`src/rtl/dma_pkg.sv`:
```
// dma_pkg: AXI3 burst constants and state types shared by the DMA reader and writer.
// Holds the fixed 16-beat x 64-bit INCR burst shape, the OKAY response code and the default HP0 buffer.
package dma_pkg;
    localparam logic [3:0]  BURST_LEN       = 4'd15;
    localparam logic [2:0]  BEAT_SIZE       = 3'd3;
    localparam logic [1:0]  BURST_INC       = 2'b01;
    localparam logic [31:0] BYTES_PER_BURST = 32'd128;
    localparam logic [1:0]  RESP_OKAY       = 2'b00;
    localparam logic [31:0] HP0_BASE        = 32'h1000_0000;
    localparam logic [31:0] HP0_SIZE        = 32'h000C_3500;
    typedef enum logic [2:0] {S_IDLE, S_WAIT_SPACE, S_ADDR, S_DATA, S_DONE} rd_state_e;
endpackage

```
`src/rtl/dma_reader_if.sv`:
```
// dma_reader_if: AXI3 read address and read data channels of the HP0 port.
// master: drives araddr/arvalid/arlen/arsize/arburst/rready; slave: drives arready/rdata/rvalid/rresp/rlast.
interface dma_reader_if;
    logic [31:0] araddr;
    logic        arvalid;
    logic        arready;
    logic [3:0]  arlen;
    logic [2:0]  arsize;
    logic [1:0]  arburst;
    logic [63:0] rdata;
    logic        rvalid;
    logic        rready;
    logic [1:0]  rresp;
    logic        rlast;
    modport master (output araddr, arvalid, arlen, arsize, arburst, rready,
                    input  arready, rdata, rvalid, rresp, rlast);
    modport slave  (input  araddr, arvalid, arlen, arsize, arburst, rready,
                    output arready, rdata, rvalid, rresp, rlast);
endinterface

```
`src/rtl/posedge_detector.sv`:
```
// posedge_detector: one-cycle pulse on each rising edge of a level input.
// Ports: clk, rst (sync, active-high), i_sig level in, o_edge pulse out.
module posedge_detector (
    input  logic clk,
    input  logic rst,
    input  logic i_sig,
    output logic o_edge
);
    logic r_prev;
    always_ff @(posedge clk) r_prev <= rst ? 1'b0 : i_sig;
    assign o_edge = i_sig && !r_prev;
endmodule

```
`src/rtl/sync_fifo.sv`:
```
// sync_fifo: first-word-fall-through FIFO with occupancy count and synchronous flush.
// Ports: clk, rst, i_flush, i_push/i_data write side, i_pop read side, o_data head word, o_empty, o_count occupancy.
module sync_fifo #(
    parameter int WIDTH = 64,
    parameter int DEPTH = 32
) (
    input  logic                   clk,
    input  logic                   rst,
    input  logic                   i_flush,
    input  logic                   i_push,
    input  logic [WIDTH-1:0]       i_data,
    input  logic                   i_pop,
    output logic [WIDTH-1:0]       o_data,
    output logic                   o_empty,
    output logic [$clog2(DEPTH):0] o_count
);
    localparam int AW = $clog2(DEPTH);
    logic [WIDTH-1:0] r_mem [DEPTH];
    logic [AW-1:0]    r_wptr, r_rptr;
    logic [AW:0]      r_count;
    logic             w_pop;
    assign w_pop = i_pop && !o_empty;
    always_ff @(posedge clk) begin
        if (rst || i_flush) begin
            r_wptr  <= '0;
            r_rptr  <= '0;
            r_count <= '0;
        end else begin
            r_wptr  <= i_push ? r_wptr + 1'b1 : r_wptr;
            r_rptr  <= w_pop ? r_rptr + 1'b1 : r_rptr;
            r_count <= r_count + {{AW{1'b0}}, i_push} - {{AW{1'b0}}, w_pop};
        end
    end
    always_ff @(posedge clk) if (i_push) r_mem[r_wptr] <= i_data;
    assign o_data  = r_mem[r_rptr];
    assign o_empty = r_count == '0;
    assign o_count = r_count;
    // DEPTH is a power of two, so the top count bit alone means full.
    assert property (@(posedge clk) disable iff (rst) !(i_push && !w_pop && r_count[AW]));
endmodule

```
`src/rtl/dma_reader.sv`:
```
// dma_reader: AXI3 read-burst master streaming a contiguous DDR buffer out through a beat FIFO.
// Ports: aclk, rst_i (sync, active-high); m_axi AR/R channels; start_i (rising edge), abort_i (level);
// data_o/valid_o/ready_i sample stream; busy_o, done_o, error_o (sticky) status; level_o FIFO occupancy.
// Macro DMA_READER_LOOP_EN: wrap to BASE_ADDR after the final burst with a one-cycle done_o pulse.
module dma_reader
    import dma_pkg::*;
#(
    parameter logic [31:0] BASE_ADDR  = HP0_BASE,
    parameter int          NUM_BURSTS = int'(HP0_SIZE / BYTES_PER_BURST),
    parameter int          FIFO_DEPTH = 32
) (
    input  logic                        aclk,
    input  logic                        rst_i,
    dma_reader_if.master                m_axi,
    input  logic                        start_i,
    input  logic                        abort_i,
    output logic [63:0]                 data_o,
    output logic                        valid_o,
    input  logic                        ready_i,
    output logic                        busy_o,
    output logic                        done_o,
    output logic                        error_o,
    output logic [$clog2(FIFO_DEPTH):0] level_o
);
`ifdef DMA_READER_LOOP_EN
    localparam bit LOOP = 1'b1;
`else
    localparam bit LOOP = 1'b0;
`endif
    localparam int BW = $clog2(NUM_BURSTS + 1);
    localparam int LW = $clog2(FIFO_DEPTH) + 1;
    rd_state_e     r_state, w_next;
    logic [31:0]   r_addr;
    logic [BW-1:0] r_burst_cnt;
    logic [3:0]    r_beat;
    logic          r_start_q, r_done, r_error;
    logic          w_edge, w_start, w_beat, w_burst_end, w_last, w_wrap, w_beat_err, w_empty;
    posedge_detector u_start (.clk(aclk), .rst(rst_i), .i_sig(r_start_q), .o_edge(w_edge));
    sync_fifo #(.WIDTH(64), .DEPTH(FIFO_DEPTH)) u_fifo (
        .clk(aclk), .rst(rst_i), .i_flush(w_start), .i_push(w_beat), .i_data(m_axi.rdata),
        .i_pop(ready_i), .o_data(data_o), .o_empty(w_empty), .o_count(level_o)
    );
    assign w_start     = w_edge && (r_state == S_IDLE || r_state == S_DONE);
    assign w_beat      = r_state == S_DATA && m_axi.rvalid;
    assign w_burst_end = w_beat && r_beat == BURST_LEN;
    assign w_last      = r_burst_cnt == BW'(NUM_BURSTS - 1);
    assign w_wrap      = w_burst_end && w_last && LOOP;
    assign w_beat_err  = w_beat && (m_axi.rresp != RESP_OKAY || m_axi.rlast != (r_beat == BURST_LEN));
    always_ff @(posedge aclk) r_state <= rst_i ? S_IDLE : w_next;
    always_comb begin
        w_next = r_state;
        case (r_state)
            S_IDLE, S_DONE: w_next = w_start ? S_WAIT_SPACE : r_state;
            // Room for a full burst up front lets rready stay high for the whole burst.
            S_WAIT_SPACE:   w_next = level_o <= LW'(FIFO_DEPTH - 16) ? S_ADDR : S_WAIT_SPACE;
            S_ADDR:         w_next = m_axi.arready ? S_DATA : S_ADDR;
            S_DATA:         w_next = !w_burst_end ? S_DATA : (w_last && !LOOP) ? S_DONE :
                                     abort_i ? S_IDLE : S_WAIT_SPACE;
            default:        w_next = S_IDLE;
        endcase
    end
    always_ff @(posedge aclk) begin
        if (rst_i) begin
            r_start_q   <= 1'b0;
            r_addr      <= BASE_ADDR;
            r_burst_cnt <= '0;
            r_beat      <= '0;
            r_done      <= 1'b0;
            r_error     <= 1'b0;
        end else begin
            r_start_q   <= start_i;
            r_addr      <= (w_start || w_wrap) ? BASE_ADDR : w_burst_end ? r_addr + BYTES_PER_BURST : r_addr;
            r_burst_cnt <= (w_start || w_wrap) ? '0 : w_burst_end ? r_burst_cnt + 1'b1 : r_burst_cnt;
            r_beat      <= (r_state == S_ADDR && m_axi.arready) ? 4'd0 : w_beat ? r_beat + 4'd1 : r_beat;
            // In loop mode done_o only marks the wrap for a single cycle.
            r_done      <= w_start ? 1'b0 : (w_burst_end && w_last) ? 1'b1 : LOOP ? 1'b0 : r_done;
            r_error     <= w_start ? 1'b0 : r_error || w_beat_err;
        end
    end
    assign m_axi.araddr  = r_addr;
    assign m_axi.arvalid = r_state == S_ADDR;
    assign m_axi.arlen   = BURST_LEN;
    assign m_axi.arsize  = BEAT_SIZE;
    assign m_axi.arburst = BURST_INC;
    assign m_axi.rready  = r_state == S_DATA;
    assign valid_o       = !w_empty;
    assign busy_o        = r_state == S_WAIT_SPACE || r_state == S_ADDR || r_state == S_DATA;
    assign done_o        = r_done;
    assign error_o       = r_error;
endmodule

```
`src/flat_wrapper.sv`:
```
// flat-port wrapper written by rule: the top's interface ports become plain ports
module dma_reader_flat import dma_pkg::*;
#(
    parameter logic [31:0] BASE_ADDR  = HP0_BASE,
    parameter int          NUM_BURSTS = int'(HP0_SIZE / BYTES_PER_BURST),
    parameter int          FIFO_DEPTH = 32
)
  (aclk, rst_i, start_i, abort_i, data_o, valid_o, ready_i, busy_o, done_o, error_o, level_o, m_axi_araddr, m_axi_arvalid, m_axi_arlen, m_axi_arsize, m_axi_arburst, m_axi_rready, m_axi_arready, m_axi_rdata, m_axi_rvalid, m_axi_rresp, m_axi_rlast);
  dma_reader_if m_axi_i ();
  input  logic aclk;
  input  logic rst_i;
  input  logic start_i;
  input  logic abort_i;
  output logic [63:0] data_o;
  output logic valid_o;
  input  logic ready_i;
  output logic busy_o;
  output logic done_o;
  output logic error_o;
  output logic [$clog2(FIFO_DEPTH):0] level_o;
  output wire logic [$bits(m_axi_i.araddr)-1:0] m_axi_araddr;
  output wire logic [$bits(m_axi_i.arvalid)-1:0] m_axi_arvalid;
  output wire logic [$bits(m_axi_i.arlen)-1:0] m_axi_arlen;
  output wire logic [$bits(m_axi_i.arsize)-1:0] m_axi_arsize;
  output wire logic [$bits(m_axi_i.arburst)-1:0] m_axi_arburst;
  output wire logic [$bits(m_axi_i.rready)-1:0] m_axi_rready;
  input wire logic [$bits(m_axi_i.arready)-1:0] m_axi_arready;
  input wire logic [$bits(m_axi_i.rdata)-1:0] m_axi_rdata;
  input wire logic [$bits(m_axi_i.rvalid)-1:0] m_axi_rvalid;
  input wire logic [$bits(m_axi_i.rresp)-1:0] m_axi_rresp;
  input wire logic [$bits(m_axi_i.rlast)-1:0] m_axi_rlast;
  assign m_axi_araddr = m_axi_i.araddr;
  assign m_axi_arvalid = m_axi_i.arvalid;
  assign m_axi_arlen = m_axi_i.arlen;
  assign m_axi_arsize = m_axi_i.arsize;
  assign m_axi_arburst = m_axi_i.arburst;
  assign m_axi_rready = m_axi_i.rready;
  assign m_axi_i.arready = m_axi_arready;
  assign m_axi_i.rdata = m_axi_rdata;
  assign m_axi_i.rvalid = m_axi_rvalid;
  assign m_axi_i.rresp = m_axi_rresp;
  assign m_axi_i.rlast = m_axi_rlast;
  dma_reader #(.BASE_ADDR(BASE_ADDR), .NUM_BURSTS(NUM_BURSTS), .FIFO_DEPTH(FIFO_DEPTH)) u_core (.aclk(aclk), .rst_i(rst_i), .m_axi(m_axi_i), .start_i(start_i), .abort_i(abort_i), .data_o(data_o), .valid_o(valid_o), .ready_i(ready_i), .busy_o(busy_o), .done_o(done_o), .error_o(error_o), .level_o(level_o));
endmodule
```
`config.mk`:
```
export PLATFORM = sky130hd
export DESIGN_NAME = dma_reader_flat
export DESIGN_NICKNAME = d
export VERILOG_FILES = /design/src/rtl/dma_pkg.sv /design/src/rtl/dma_reader_if.sv /design/src/rtl/posedge_detector.sv /design/src/rtl/sync_fifo.sv /design/src/rtl/dma_reader.sv /design/src/flat_wrapper.sv
export SDC_FILE = /design/constraint.sdc
export NUM_CORES = 2
export LEC_CHECK = 0
export ABC_AREA = 1
export BUFFER_PORTS_ARGS = -buffer_cell sky130_fd_sc_hd__buf_2
export CORE_UTILIZATION = 65
export DETAILED_ROUTE_END_ITERATION = 7
export PLACE_DENSITY = 0.82
export SYNTH_ARGS = -nofsm -noshare
export SYNTH_HDL_FRONTEND = slang
export SYNTH_HIERARCHICAL = 1
export SYNTH_SLANG_ARGS = --single-unit
```
`constraint.sdc`:
```
create_clock -name aclk -period 12.82 [get_ports aclk]
set_input_delay 1.282 -clock aclk [delete_from_list [all_inputs] [get_ports aclk]]
set_output_delay 1.282 -clock aclk [all_outputs]
set_load 0.02 [all_outputs]
```
# Word-level counts from Yosys, hierarchy flattened
# Memories as Yosys holds them, arrays and structs flattened. A register that Yosys moved wholly into a read port is not among the register bits.
# Index checks and enable logic that the tools add are counted.
[totals] regBits=72 ram_bits=2048 inputBits=74 out_inout_bits=117 wordCells=61 mem_count=1
[mem_list] memory="u_core.u_fifo.r_mem" words=32 word_bits=64 read_ports=1 rd_clocked_by_memory_dff=1 wr=1 line_no="sync_fifo.sv:18" rtl="logic [WIDTH-1:0] r_mem [DEPTH];"
[op_classes] n_addsub=7 n_lt_le_gt_ge=1 n_eq_ne=8 muxes=11 n_reduce_logical=22
[ops] operator="32-bit by 8-bit adder with 32-bit output (second input constant)" n=1
[ops] operator="13-bit by 1-bit adder with 13-bit output (second input constant)" n=1
[ops] operator="13-bit equality test (second input constant)" n=1
[ops] operator="3-bit case mux with 4 select lines" n=1
[ops] operator="5-bit by 1-bit adder with 5-bit output (second input constant)" n=2
[ops] operator="5-bit two-way mux" n=2
[ops] operator="3-bit two-way mux" n=3
[ops] operator="1-bit logical AND" n=8
[ops] operator="6-bit by 1-bit adder with 6-bit output" n=1
[ops] operator="3-bit by 2-bit equality test with 1-bit output (second input constant)" n=2
[ops] operator="6-bit by 5-bit <= comparator with 1-bit output (second input constant)" n=1
[ops] operator="6-bit logical NOT" n=1
[ops] operator="1-bit logical OR" n=6
[ops] operator="2-bit OR reduction" n=3
[ops] operator="6-bit by 1-bit subtractor with 6-bit output" n=1
[ops] operator="4-bit by 1-bit adder with 4-bit output (second input constant)" n=1
[ops] operator="4-bit equality test (second input constant)" n=1
[ops] operator="1-bit two-way mux" n=4
[ops] operator="3-bit by 1-bit equality test with 1-bit output (second input constant)" n=1
[ops] operator="3-bit equality test (second input constant)" n=1
[ops] operator="3-bit logical NOT" n=1
[ops] operator="1-bit logical NOT" n=2
[ops] operator="2-bit two-way mux" n=1
[ops] operator="2-bit inequality test (second input constant)" n=1
[ops] operator="other kinds (2)" n=2

# Logic depth before layout (Yosys ltp)
[logic_depth] depth_word=5 ltp_mapped=14 mapped_depth_nobuf=14

# Modules after synthesis
# Netlist, hierarchy kept.
[by_module_without_submodules] mod="sync_fifo" n_inst=1 cells_per_inst=6771 area_per_inst_um2=82648.0 seq_area_each_um2=61919.4
[by_module_without_submodules] mod="dma_reader" n_inst=1 cells_per_inst=400 area_per_inst_um2=2635.0 seq_area_each_um2=960.9
[by_module_without_submodules] mod="posedge_detector" n_inst=1 cells_per_inst=4 area_per_inst_um2=31.3 seq_area_each_um2=20.0

# Worst setup path after synthesis
# No wires, ideal clock.
[synth_timing] kind="in2reg" start="input port m_axi_rvalid" end="memory u_core.u_fifo.r_mem[31][0], enable pin" setup_ns=0.488 t_arrival_ns=4.802 required_time_ns=12.332 path_slack_ns=7.530 path_stages=7 path_buffers=1 path_cell_list="inv_1 -> nor2_4 -> clkbuf_1 -> nand2_1 -> inv_2 -> nand2_1 -> nor2_1"
[synth_between] elab_chain_cells=3
[synth_lines] element="start, declared" line_no="flat_wrapper.sv:29" rtl="input wire logic [$bits(m_axi_i.rvalid)-1:0] m_axi_rvalid;"
[synth_lines] element="1-bit logical AND" line_no="dma_reader.sv:44" rtl="assign w_beat = r_state == S_DATA && m_axi.rvalid;"
[synth_lines] element="via u_core.w_beat" line_no="dma_reader.sv:37" rtl="logic w_edge, w_start, w_beat, w_burst_end, w_last, w_wrap, w_beat_err, w_empty;"
[synth_lines] element="1-bit two-way mux" line_no="sync_fifo.sv:34" rtl="always_ff @(posedge clk) if (i_push) r_mem[r_wptr] <= i_data;"
[synth_lines] element="1-bit two-way mux (not written as such)" line_no="sync_fifo.sv:34"
[synth_lines] element="end, declared" line_no="sync_fifo.sv:18"
# The timed path passes the listed nets, and every way through them passes these cells.

==> metrics.yaml <==
die:
  die_area_um2: 133000
  die_y_um: 364
  rows: 132
  start_util_pct: 65.7
  io_pins: 191
  dieWidth_um: 364
  core_um2: 130000
route:
  finalWirelength_um: 232000
  vias: 59400
  remaining_drc_errors: 0
  drtPass1Iterations: 8
  viasPerCell: 6.52
  wire_per_inst_um: 25.5
  ant_nets: 0
  drt_iter0_drc: 10300
global_routing:
  grt_use_met2_pct: 55.0
  track_usage_pct: 34.7
  grt_pass1_wl_um: 339000
  grt_overflow: 0
  grt_max_degree: 236
  grt_busiest_layer: "met2"
  grt_use_met3_pct: 6.69
  grt_pass1_vias: 56400
  antenna_found_initial: 22
  grt_util_met1_pct: 45.7
sta:
  drv_slew: 0
  fmax_ghz: 0.141
  setup_tns_ps: 0
  setup-violations-final: 0
  rsz0062_at_grt: "false"
  timing.final.crit_share_pct: 55.3
  maxSlewHeadroom_pct: 10.8
  finalClockSkew_ps: 43.6
  worst_pin_slew_ps: 1330
  hold_violations: 0
  period_needed_ps: 7090
clocking:
  cts_max_path_buffers: 3
  root_buffer: "clkbuf_16"
  cts_setup_buffers: 0
  insertion_delay_ps: 840
  cts_made_buffers: 199
  cts_sinks: 2118
  cts.reportedPaths.clkPinSlew_ps: 60
  tritoncts: "yes"
  h-tree-depth: 4
  ctsHoldBuffers: 0
  post_cts.resized_instances: 0
cells_and_area:
  layout-drive-gt1-share_pct: 8.03
  num-fill-cells: 8097
  fin_cells: 9107
  area_growth_pct: 9.33
  fin_nets: 7287
  final_cell_area_um2: 93300
critical_path:
  crit_path_frequent_cell: "nand2_1"
  startpoint_type: "flip-flop"
  criticalPathCategory: "flip-flop to output pin"
  cp-end-kind: "output pin"
  critPathArrivalTime_ps: 5810
  slowest_stage: "buf_4"
  slowest_delay_ps: 970
  cp_cell_sequence: "buf_4 > buf_4 > buf_12 > nand2_1 > nand3_1 > nand3_1 > nand2_1 > nand2_1 > nand2_1 > nand2_1 > nand2_1 > buf_2"
  crit_fanout: 215
  cp_data_required_time_ps: 11540
synthesis:
  synth_compound_area_share_pct: 0.450
  synth_top_family_by_area: "simple AND/OR/NAND/NOR gates"
  synth-edff-count: 2048
  synth_xor_area_share_pct: 0.0616
  synthMuxAreaShare_pct: 0
  ys.flop_type: "edfxtp_1"
  synth-simple-area-share_pct: 22.3
  synth-async-reset-ratio_pct: 0
  synthesis.instances: 7175
  ys_warn_count: 6
  yosysUniqueCellTypes: 38
  synth_seq_cells: 2118
  synth.cell_area_um2: 85300
  synth_seq_area_share_pct: 73.7
  synth_fa_ha_area_share_pct: 0.273
  syn_area_per_cell_um2: 11.9
outcome:
  status: "finished clean"
placed_design:
  dp.cells: 8736
  hpwl_um: 109000
  gp_congestion: 0.806
  port_buffers: 174
  place_area_um2: 87100
pwr:
  power_density_nw_per_um2: 174
  ir_drop_mv: 0.138
  cellLeakagePower_nw: 33.1
min_path:
  hp-class: "flip-flop to flip-flop"
run:
  drv_cap: 0
## cell usage in the layout, fill, tap and decap left out, types with 2 or more instances in the layout
master / instances
bufinv_16: 12
dfxtp_4: 5
clkbuf_16: 203
ha_1: 17
inv_8: 2
o21bai_1: 2
inv_1: 77
dfxtp_1: 65
conb_1: 16
o21ai_0: 21
nor2_2: 4
nor2_4: 35
and3_1: 2
nor2_1: 82
diode_2: 17
inv_6: 7
inv_2: 2
clkinv_1: 48
xor2_1: 4
clkinvlp_4: 5
a31oi_1: 3
clkinv_16: 2
edfxtp_1: 2048
clkbuf_1: 40
buf_4: 90
a21o_1: 2
nand2_1: 2380
xnor2_1: 2
clkbuf_8: 3
buf_12: 4
nand4_1: 12
a21oi_1: 43
clkinv_2: 32
nand3_2: 2
buf_2: 174
nand3_1: 1875
nor3_1: 13
## state kept, by name, summed over array words and instances, names as in the netlist, named ones only
signal                 cells
u_core/done_o              1
u_core/error_o             1
u_core/m_axi.araddr       25
u_core/r_beat              4
u_core/r_burst_cnt        13
u_core/r_start_q           1
u_core/r_state             3
u_core/u_fifo/o_count      6
u_core/u_fifo/r_mem     2048
u_core/u_fifo/r_rptr       5
u_core/u_fifo/r_wptr       5
u_core/u_start/r_prev      1
## critical path, delay by kind of cell, from the launching register on
kind	cells	cell delay, ps
buffers and inverters	4	2860
flip-flops	1	690
AND/OR/NAND/NOR	8	1140
## cell families (layout without fill, tap and decap cells)
logic type,count (synthesis),count (layout)
fa+ha+maj,18,18
buf+inv,547,706
flops,2118,2118
simple gates,4411,4411
compound gates,73,73
other cells,2,33
xor+xnor,6,6
## where the power goes
group	internal, W	switching [W]	total (W)
combinational	0.000818	0.00216	0.00297
clock	0.00314	0.00248	0.00562
sequential	0.00760	0.0000570	0.00766
## final timing paths
| check | endpoint | cells past startpoint | start | slack [ps] |
|---|---|---|---|---|
| worst max register to register | u_core/u_fifo/r_mem[22][12]$_DFFE_PP_ | 5 | u_core/r_state[1]$_SDFFE_PP0P_ | 8680 |
| worst min-delay path | u_core/u_start/r_prev$_SDFF_PP0_ | 2 | u_core/r_start_q$_SDFF_PP0_ | 440 |
| worst max-delay path | data_o[26] | 12 | flip-flop | 5730 |
| worst min register to register | u_core/u_start/r_prev$_SDFF_PP0_ | 2 | u_core/r_start_q$_SDFF_PP0_ | 440 |
## through the flow
step	utilization, %	hold WS [ps]	setup slack, ps	total power [W]
6_report	71.9	436	5730	0.0163
2_1_floorplan	-	410	7530	0.00993
3_3_place_gp	67.1	418	6940	0.0106
5_1_grt	71.8	485	5570	0.0168
3_5_place_dp	67.1	430	6850	0.0107
4_1_cts	71.8	439	5870	0.0162
## final cells by class
class	count	area, um^2	share of cell area, %
Antenna cell	17	42.5	0.0456
Clock buffer	247	5280	5.66
Clock inverter	107	876	0.939
Inverter	84	354	0.380
Multi-Input combinational cell	4524	20000	21.4
Sequential cell	2118	62900	67.5
Tap cell	1742	2180	2.34
Timing Repair Buffer	268	1630	1.74
## cells in the mapped netlist (all sizes together), types with 17 or more instances
master  count  area share (%)
edfxtp   2048              72
nand2    2381              10
clkbuf     91            0.40
buf       372             2.4
dfxtp      70             1.6
nor2      121            0.57
o21ai      21            0.12
ha         17            0.25
nand3    1877              11
a21oi      43            0.25
inv        84            0.37
## routing by layer
layer	up-vias	routed length, um
li1	25400	-
met1	28300	78400
met2	4821	109000
met3	898	31500
met4	12	12900
met5	-	75
Power figures use the tool's default switching activity.
